===== src/rtl/rasterbar_ramp.sv =====
// rtl/rasterbar_ramp.sv - per-line rasterbar colour ramp generator (triangle / ramp up / ramp down)
// Optional feature macro: RASTERBAR_SAT_EN (per-channel saturating arithmetic; wraps when undefined)
module rasterbar_ramp #(
  parameter int CHANW = 4,
  parameter int CNTW  = 4
) (
  input  logic               clk,
  input  logic               rst,
  input  logic               start,
  input  logic               line,
  input  logic [3*CHANW-1:0] base_colr,
  input  logic [3*CHANW-1:0] colr_delta,
  input  logic [CNTW-1:0]    colr_steps,
  input  logic [CNTW-1:0]    colr_lines,
  input  logic [1:0]         mode,
  output logic [3*CHANW-1:0] bar_colr,
  output logic               drawing,
  output logic               done
);

  typedef enum logic [1:0] {
    ST_IDLE = 2'd0,
    ST_UP   = 2'd1,
    ST_DOWN = 2'd2,
    ST_DONE = 2'd3
  } state_t;

  state_t             state_q;
  logic [3*CHANW-1:0] colr_q;
  logic               drawing_q;
  logic               done_q;
  logic [CNTW-1:0]    cnt_step_q;
  logic [CNTW-1:0]    cnt_line_q;
  logic [3*CHANW-1:0] delta_q;
  logic [CNTW-1:0]    step_last_q;
  logic [CNTW-1:0]    line_last_q;
  logic               tri_q;

  logic [3*CHANW-1:0] colr_inc_d;
  logic [3*CHANW-1:0] colr_dec_d;

  // Channel add; clamps at full scale when saturation is built in.
  function automatic logic [CHANW-1:0] chan_add(input logic [CHANW-1:0] a,
                                                input logic [CHANW-1:0] d);
`ifdef RASTERBAR_SAT_EN
    logic [CHANW:0] s;
    s = {1'b0, a} + {1'b0, d};
    chan_add = s[CHANW] ? {CHANW{1'b1}} : s[CHANW-1:0];
`else
    chan_add = a + d;
`endif
  endfunction

  // Channel subtract; clamps at zero when saturation is built in.
  function automatic logic [CHANW-1:0] chan_sub(input logic [CHANW-1:0] a,
                                                input logic [CHANW-1:0] d);
`ifdef RASTERBAR_SAT_EN
    chan_sub = (a < d) ? '0 : a - d;
`else
    chan_sub = a - d;
`endif
  endfunction

  // Candidate next colours, each channel independent (no carry across channels).
  always_comb begin
    colr_inc_d = '0;
    colr_dec_d = '0;
    for (int c = 0; c < 3; c++) begin
      colr_inc_d[c*CHANW +: CHANW] = chan_add(colr_q[c*CHANW +: CHANW], delta_q[c*CHANW +: CHANW]);
      colr_dec_d[c*CHANW +: CHANW] = chan_sub(colr_q[c*CHANW +: CHANW], delta_q[c*CHANW +: CHANW]);
    end
  end

  // Bar FSM: start latches config and wins over line; line advances counters while drawing.
  always_ff @(posedge clk or posedge rst) begin
    if (rst) begin
      state_q     <= ST_IDLE;
      colr_q      <= '0;
      drawing_q   <= 1'b0;
      done_q      <= 1'b0;
      cnt_step_q  <= '0;
      cnt_line_q  <= '0;
      delta_q     <= '0;
      step_last_q <= '0;
      line_last_q <= '0;
      tri_q       <= 1'b0;
    end else if (start) begin
      state_q     <= (mode == 2'b10) ? ST_DOWN : ST_UP;
      colr_q      <= base_colr;
      drawing_q   <= 1'b1;
      done_q      <= 1'b0;
      cnt_step_q  <= '0;
      cnt_line_q  <= '0;
      delta_q     <= colr_delta;
      step_last_q <= (colr_steps == '0) ? '0 : colr_steps - CNTW'(1);
      line_last_q <= (colr_lines == '0) ? '0 : colr_lines - CNTW'(1);
      tri_q       <= (mode == 2'b00) || (mode == 2'b11);
    end else if (line && (state_q == ST_UP || state_q == ST_DOWN)) begin
      if (cnt_line_q != line_last_q) begin
        cnt_line_q <= cnt_line_q + CNTW'(1);
      end else begin
        cnt_line_q <= '0;
        if (cnt_step_q != step_last_q) begin
          cnt_step_q <= cnt_step_q + CNTW'(1);
          colr_q     <= (state_q == ST_UP) ? colr_inc_d : colr_dec_d;
        end else if (state_q == ST_UP && tri_q) begin
          // Turn at the peak: the peak colour is shown for a second segment.
          state_q    <= ST_DOWN;
          cnt_step_q <= '0;
        end else begin
          state_q   <= ST_DONE;
          drawing_q <= 1'b0;
          done_q    <= 1'b1;
          colr_q    <= '0;
        end
      end
    end
  end

  assign bar_colr = colr_q;
  assign drawing  = drawing_q;
  assign done     = done_q;

endmodule


===== config.mk =====
export PLATFORM = sky130hd
export DESIGN_NAME = rasterbar_ramp
export DESIGN_NICKNAME = d
export VERILOG_FILES = /design/src/rtl/rasterbar_ramp.sv
export SDC_FILE = /design/constraint.sdc
export NUM_CORES = 1
export LEC_CHECK = 0
export BUFFER_PORTS_ARGS = -buffer_cell sky130_fd_sc_hd__buf_2
export CAP_MARGIN = 20
export CORE_AREA = 2 2 92 94
export CTS_CLUSTER_SIZE = 8
export DETAILED_ROUTE_END_ITERATION = 8
export DIE_AREA = 0 0 94 96
export GPL_TIMING_DRIVEN = 1
export MAX_ROUTING_LAYER = met4
export PLACE_DENSITY = 0.59
export SLEW_MARGIN = 20
export SYNTH_ARGS = -nofsm -noshare
export SYNTH_HDL_FRONTEND = slang
export SYNTH_SLANG_ARGS = --single-unit

===== constraint.sdc =====
create_clock -name clk -period 5.3 [get_ports clk]
set_input_delay 0.53 -clock clk [delete_from_list [all_inputs] [get_ports clk]]
set_output_delay 0.53 -clock clk [all_outputs]
set_load 0.005 [all_outputs]

# Word-level counts from Yosys, hierarchy flattened
# Cells that the tools add are included.
# word_totals
regBits,45
out_inout_bits,14
latch_bits,0
ramBits,0
inputBits,38
mem_count,0
romBits,0
elab_cells,75
# op_classes
mul,0
n_lt_le_gt_ge,0
shifts,0
mux,32
n_addsub,10
bitwise,0
n_div,0
eq_ne,10
n_reduce_logical,13
# ops
cell,n
12-bit 2-to-1 mux,6
4-bit 2-to-1 mux,10
4-bit adder,3
4-bit subtractor,3
1-bit 2-to-1 mux,11
2-bit 2-to-1 mux,5
3-bit AND reduction,3
"4-bit by 1-bit adder with 4-bit output, second input constant",2
4-bit zero test,2
4-bit != test,2
"4-bit by 1-bit subtractor with 4-bit output, second input constant",2
"2-bit equality test, second input constant",3
"2-bit != test, second input constant",3
4-bit AND reduction,1
"3-bit != test, second input constant",1
3-bit nonzero test,1
"2-bit by 1-bit equality test with 1-bit output, second input constant",1
1-bit logical AND,2
2-bit zero test,1
1-bit logical OR,2
2-bit nonzero test,1

# Logic depth before layout (Yosys ltp)
# depth
ltp_word,7
mapped_depth,11
ltp_nobuf,10

# Worst setup path before layout
# No wires, ideal clock.
# synth_timing
path_kind,reg2reg
from,reg state_q[1]
to,reg colr_q[2] (netlist: bar_colr[2])
slack_ns,3.016
period_less_slack_ns,2.284
arrival_ns,2.159
path_buffers,1
setup_time_ns,0.125
stages_incl_launch_ff,10
required_ns,5.175
path_cell_list,dfrtp_1 inv_1 ha_1 clkbuf_1 mux2_2 fa_1 xor2_1 nand2_1 o21ai_0 mux2_4
# synth_via
elab_chain_len,6
elab_cells_between_ends,13
classes_between,eq/ne (3); mux (5); reduce/logical (5)
# synth_rtl
element,line,text
"start, declared",28,state_t state_q;
"start signal, assigned",88,state_q <= (mode == 2'b10) ? ST_DOWN : ST_UP;
2-bit by 1-bit equality test with 1-bit output,"98, 105, 106",
12-bit 2-to-1 mux,105,colr_q <= (state_q == ST_UP) ? colr_inc_d : colr_dec_d;
12-bit 2-to-1 mux,103,if (cnt_step_q != step_last_q) begin
12-bit 2-to-1 mux,99,if (cnt_line_q != line_last_q) begin
12-bit 2-to-1 mux,98,end else if (line && (state_q == ST_UP || state_q == ST_DOWN)) begin
12-bit 2-to-1 mux,87,end else if (start) begin
"end signal, assigned",89,colr_q <= base_colr;
"end signal, assigned",105,
"end, declared",29,logic [3*CHANW-1:0] colr_q;
# Several ways; a longest one is shown, not always the timed one. The select of a mux whose other input is x is not followed.
# A chain may end at the register's enable or synchronous reset.

# Worst setup path in the final report
# layout_timing
from,reg state_q[0]
to,reg colr_q[5] (netlist: bar_colr[5])
# Same word-level chain as after synthesis.

==> flow_summary.yaml <==
finish:
  antennaDiodeCount: 0
  utilization: 0.3888
  drive_gt1_frac: 0.2681
  mostFrequentLayoutCell: "buf_2"
  final_nets: 373
  final_cell_mix: "51 x buf_2, 45 x dfrtp_1, 22 x nand2_1, 17 x o21ai_0"
  synthToLayoutAreaGrowth_pct: 15.03
clock_network:
  cts_hold_buf: 0
  clkLatencyLatePin_ns: 0.30
  numClockSinks: 45
  clkSlewWorstSetupHoldPaths_ns: 0.09
  cts_root_buffer: "clkbuf_8"
  cts-resized-gates: 0
  cts-buffers-inserted: 5
  cts_setup_buffers: 0
  cts_tree: "built"
  clockBufferDepth: 2
  htreeDepth: 2
worst_setup_path:
  cpMaxStageDelayCell: "a21oi_2"
  r2r_start: "state_q[0]"
  cp.required_ns: 5.49
  crit_fanout: 11
  crit_path_end_kind: "register"
  crit_arrival_ns: 2.68
  worstSetupStartpointType: "register"
  crit_buf_inv: 0
  crit_start: "state_q[0]"
  path_cells: "ha_1 -> nor2b_1 -> nand2_1 -> a21oi_2 -> mux2_2"
  crit_family: "compound AO/OA/AOI/OAI gates"
  worst_path_largest_cell_delay_ns: 0.66
  critical_path_class: "register to register"
timing:
  relSlewSlack: 0.3553
  setup_viol: 0
  report.final.slew_viol_count: 0
  rsz0062_at_grt: "no"
  skew_ns: 0.003614
  post-route-period-util: 0.4698
  holdWs_ns: 0.4409
  worst_pin_slew_ns: 0.9657
  post-route-min-period_ns: 2.490
  fmax_mhz: 401.6
  setup_tns_ns: 0
  hold_viol_final: 0
status:
  status: "finished clean"
logic_synthesis:
  yosys.area.top_type: "dfrtp_1"
  synthCells: 270
  ys_types: 45
  yosys_warnings: 0
  ys_seq_area_frac: 0.4138
  yosys-top-cells-area: "dfrtp_1 41%, ha_1 7.4%, mux2_2 6.2%"
  netlist_area_um2: 2721
  ys_seq_elements: 45
  synth-edff-count: 0
  synth_top_area_share: 0.4138
  synth_nets: 327
  synthArstFlopShare: 1.000
  synth_flop_cell: "dfrtp_1"
  avgSynthCellArea_um2: 10.08
floorplanning:
  core_area_um2: 8051
  fp.dieW_um: 94
  die_y_um: 96
  start_util: 0.3380
  die_area_um2: 9024
  num_rows: 33
  ios: 52
drt:
  wl_per_cell_um: 14.09
  ant_nets: 0
  routed_via_density: 4.995
  drtIter0Drc: 111
  vias: 2108
  dr.pass1.iters: 4
  routed_wl_um: 5948
  drc: 0
global_routing:
  grt-ovfl-total: 0
  grt_pass1_wl_um: 9922
  grt_max_degree: 46
  grt_pass1_vias: 2111
  grt_use_total: 0.1450
  antenna_found_initial: 0
placed_design:
  hpwl_um: 4382
  gp_congestion: 0.8343
  port_buffers: 51
min_path:
  min_from: "colr_delta[4]"
  hold_class: "input pin to register"
run:
  cap_viol_max_count: 0
power_and_ir_drop:
  vdd_drop_max_v: 0.0001111
  power.leakage_nw: 1.446
  p_per_area_nw_per_um2: 320.8
==> state kept, by name, indices dropped and copies added, names as in the netlist <==
name,count
state_q,2
delta_q,12
tri_q,1
cnt_line_q,4
step_last_q,4
bar_colr,12
drawing,1
done,1
cnt_step_q,4
line_last_q,4
==> layout make-up <==
type | count | area, um^2
fill | 822 | 4921
multi-input combinational | 194 | 1460
sequential | 45 | 1126
timing repair buffer | 52 | 262.8
tap | 105 | 131.4
clock buffer | 6 | 72.57
inverter | 18 | 67.56
clock inverter | 2 | 10.01
==> stage by stage <==
stage	instances	total power [mW]	cell area, um^2	setup WS, ns
global route	422	1.090	3131	2.639
global placement	414	0.7872	3048	2.870
floorplan	270	0.6985	2721	3.016
finish	422	1.004	3131	2.810
detailed placement	414	0.8003	3048	2.801
CTS	422	1.016	3131	2.790
==> worst register-to-register path, stage by stage (launching register included) <==
cell and delay [ns]:
dfrtp_1 0.39, ha_1 0.31, nor2b_1 0.39, nand2_1 0.23
a21oi_2 0.66, mux2_2 0.41
==> kinds of logic (layout without fill, tap and decap cells) <==
| family | after synthesis | count (layout) | share of synthesized area |
|---|---|---|---|
| simple gates | 76 | 76 | 0.1393 |
| buf+inv | 31 | 78 | 0.04965 |
| fa+ha+maj | 19 | 19 | 0.09563 |
| compound gates | 56 | 56 | 0.1347 |
| flops | 45 | 45 | 0.4138 |
| mux | 23 | 23 | 0.1025 |
| xor+xnor | 20 | 20 | 0.06437 |
==> power by group <==
group	internal (mW)	total, mW	switching (mW)
Sequential	0.393	0.443	0.0503
Combinational	0.183	0.350	0.167
Clock	0.0917	0.211	0.119
Total	0.668	1.00	0.337
==> Yosys cell counts, types with 3 or more instances <==
cell type	count
dfrtp_1	45
nand2_1	22
inv_1	17
o21ai_0	17
ha_1	16
mux2_2	15
nor2_1	14
a21oi_1	13
nor3_1	13
xnor2_1	13
clkbuf_1	9
nand3_1	9
xor2_1	7
mux2_4	6
a22o_1	5
a21o_1	4
fa_1	3
nor3b_1	3
or3_1	3
==> final timing paths <==
path	cells past startpoint	to	slack, ns
worst max register to register	5	bar_colr[5]	2.81
worst min register to register	1	drawing	0.49
worst min-delay path	3	delta_q[4]	0.44
min in group asynchronous	2	line_last_q[2]	0.45
worst max-delay path	5	bar_colr[5]	2.81
max in group asynchronous	2	delta_q[0]	4.25
==> metal layers <==
layer / vias up / GRT usage / part of all wire
li1: 1049 / - / -
met1: 1004 / 0.1920 / 0.48
met2: 51 / 0.2280 / 0.45
met3: 4 / 0.03132 / 0.057
met4: 0 / 0.03623 / 0.0091
met5: - / - / 0
Note: power is estimated with default switching activity, not from simulation.
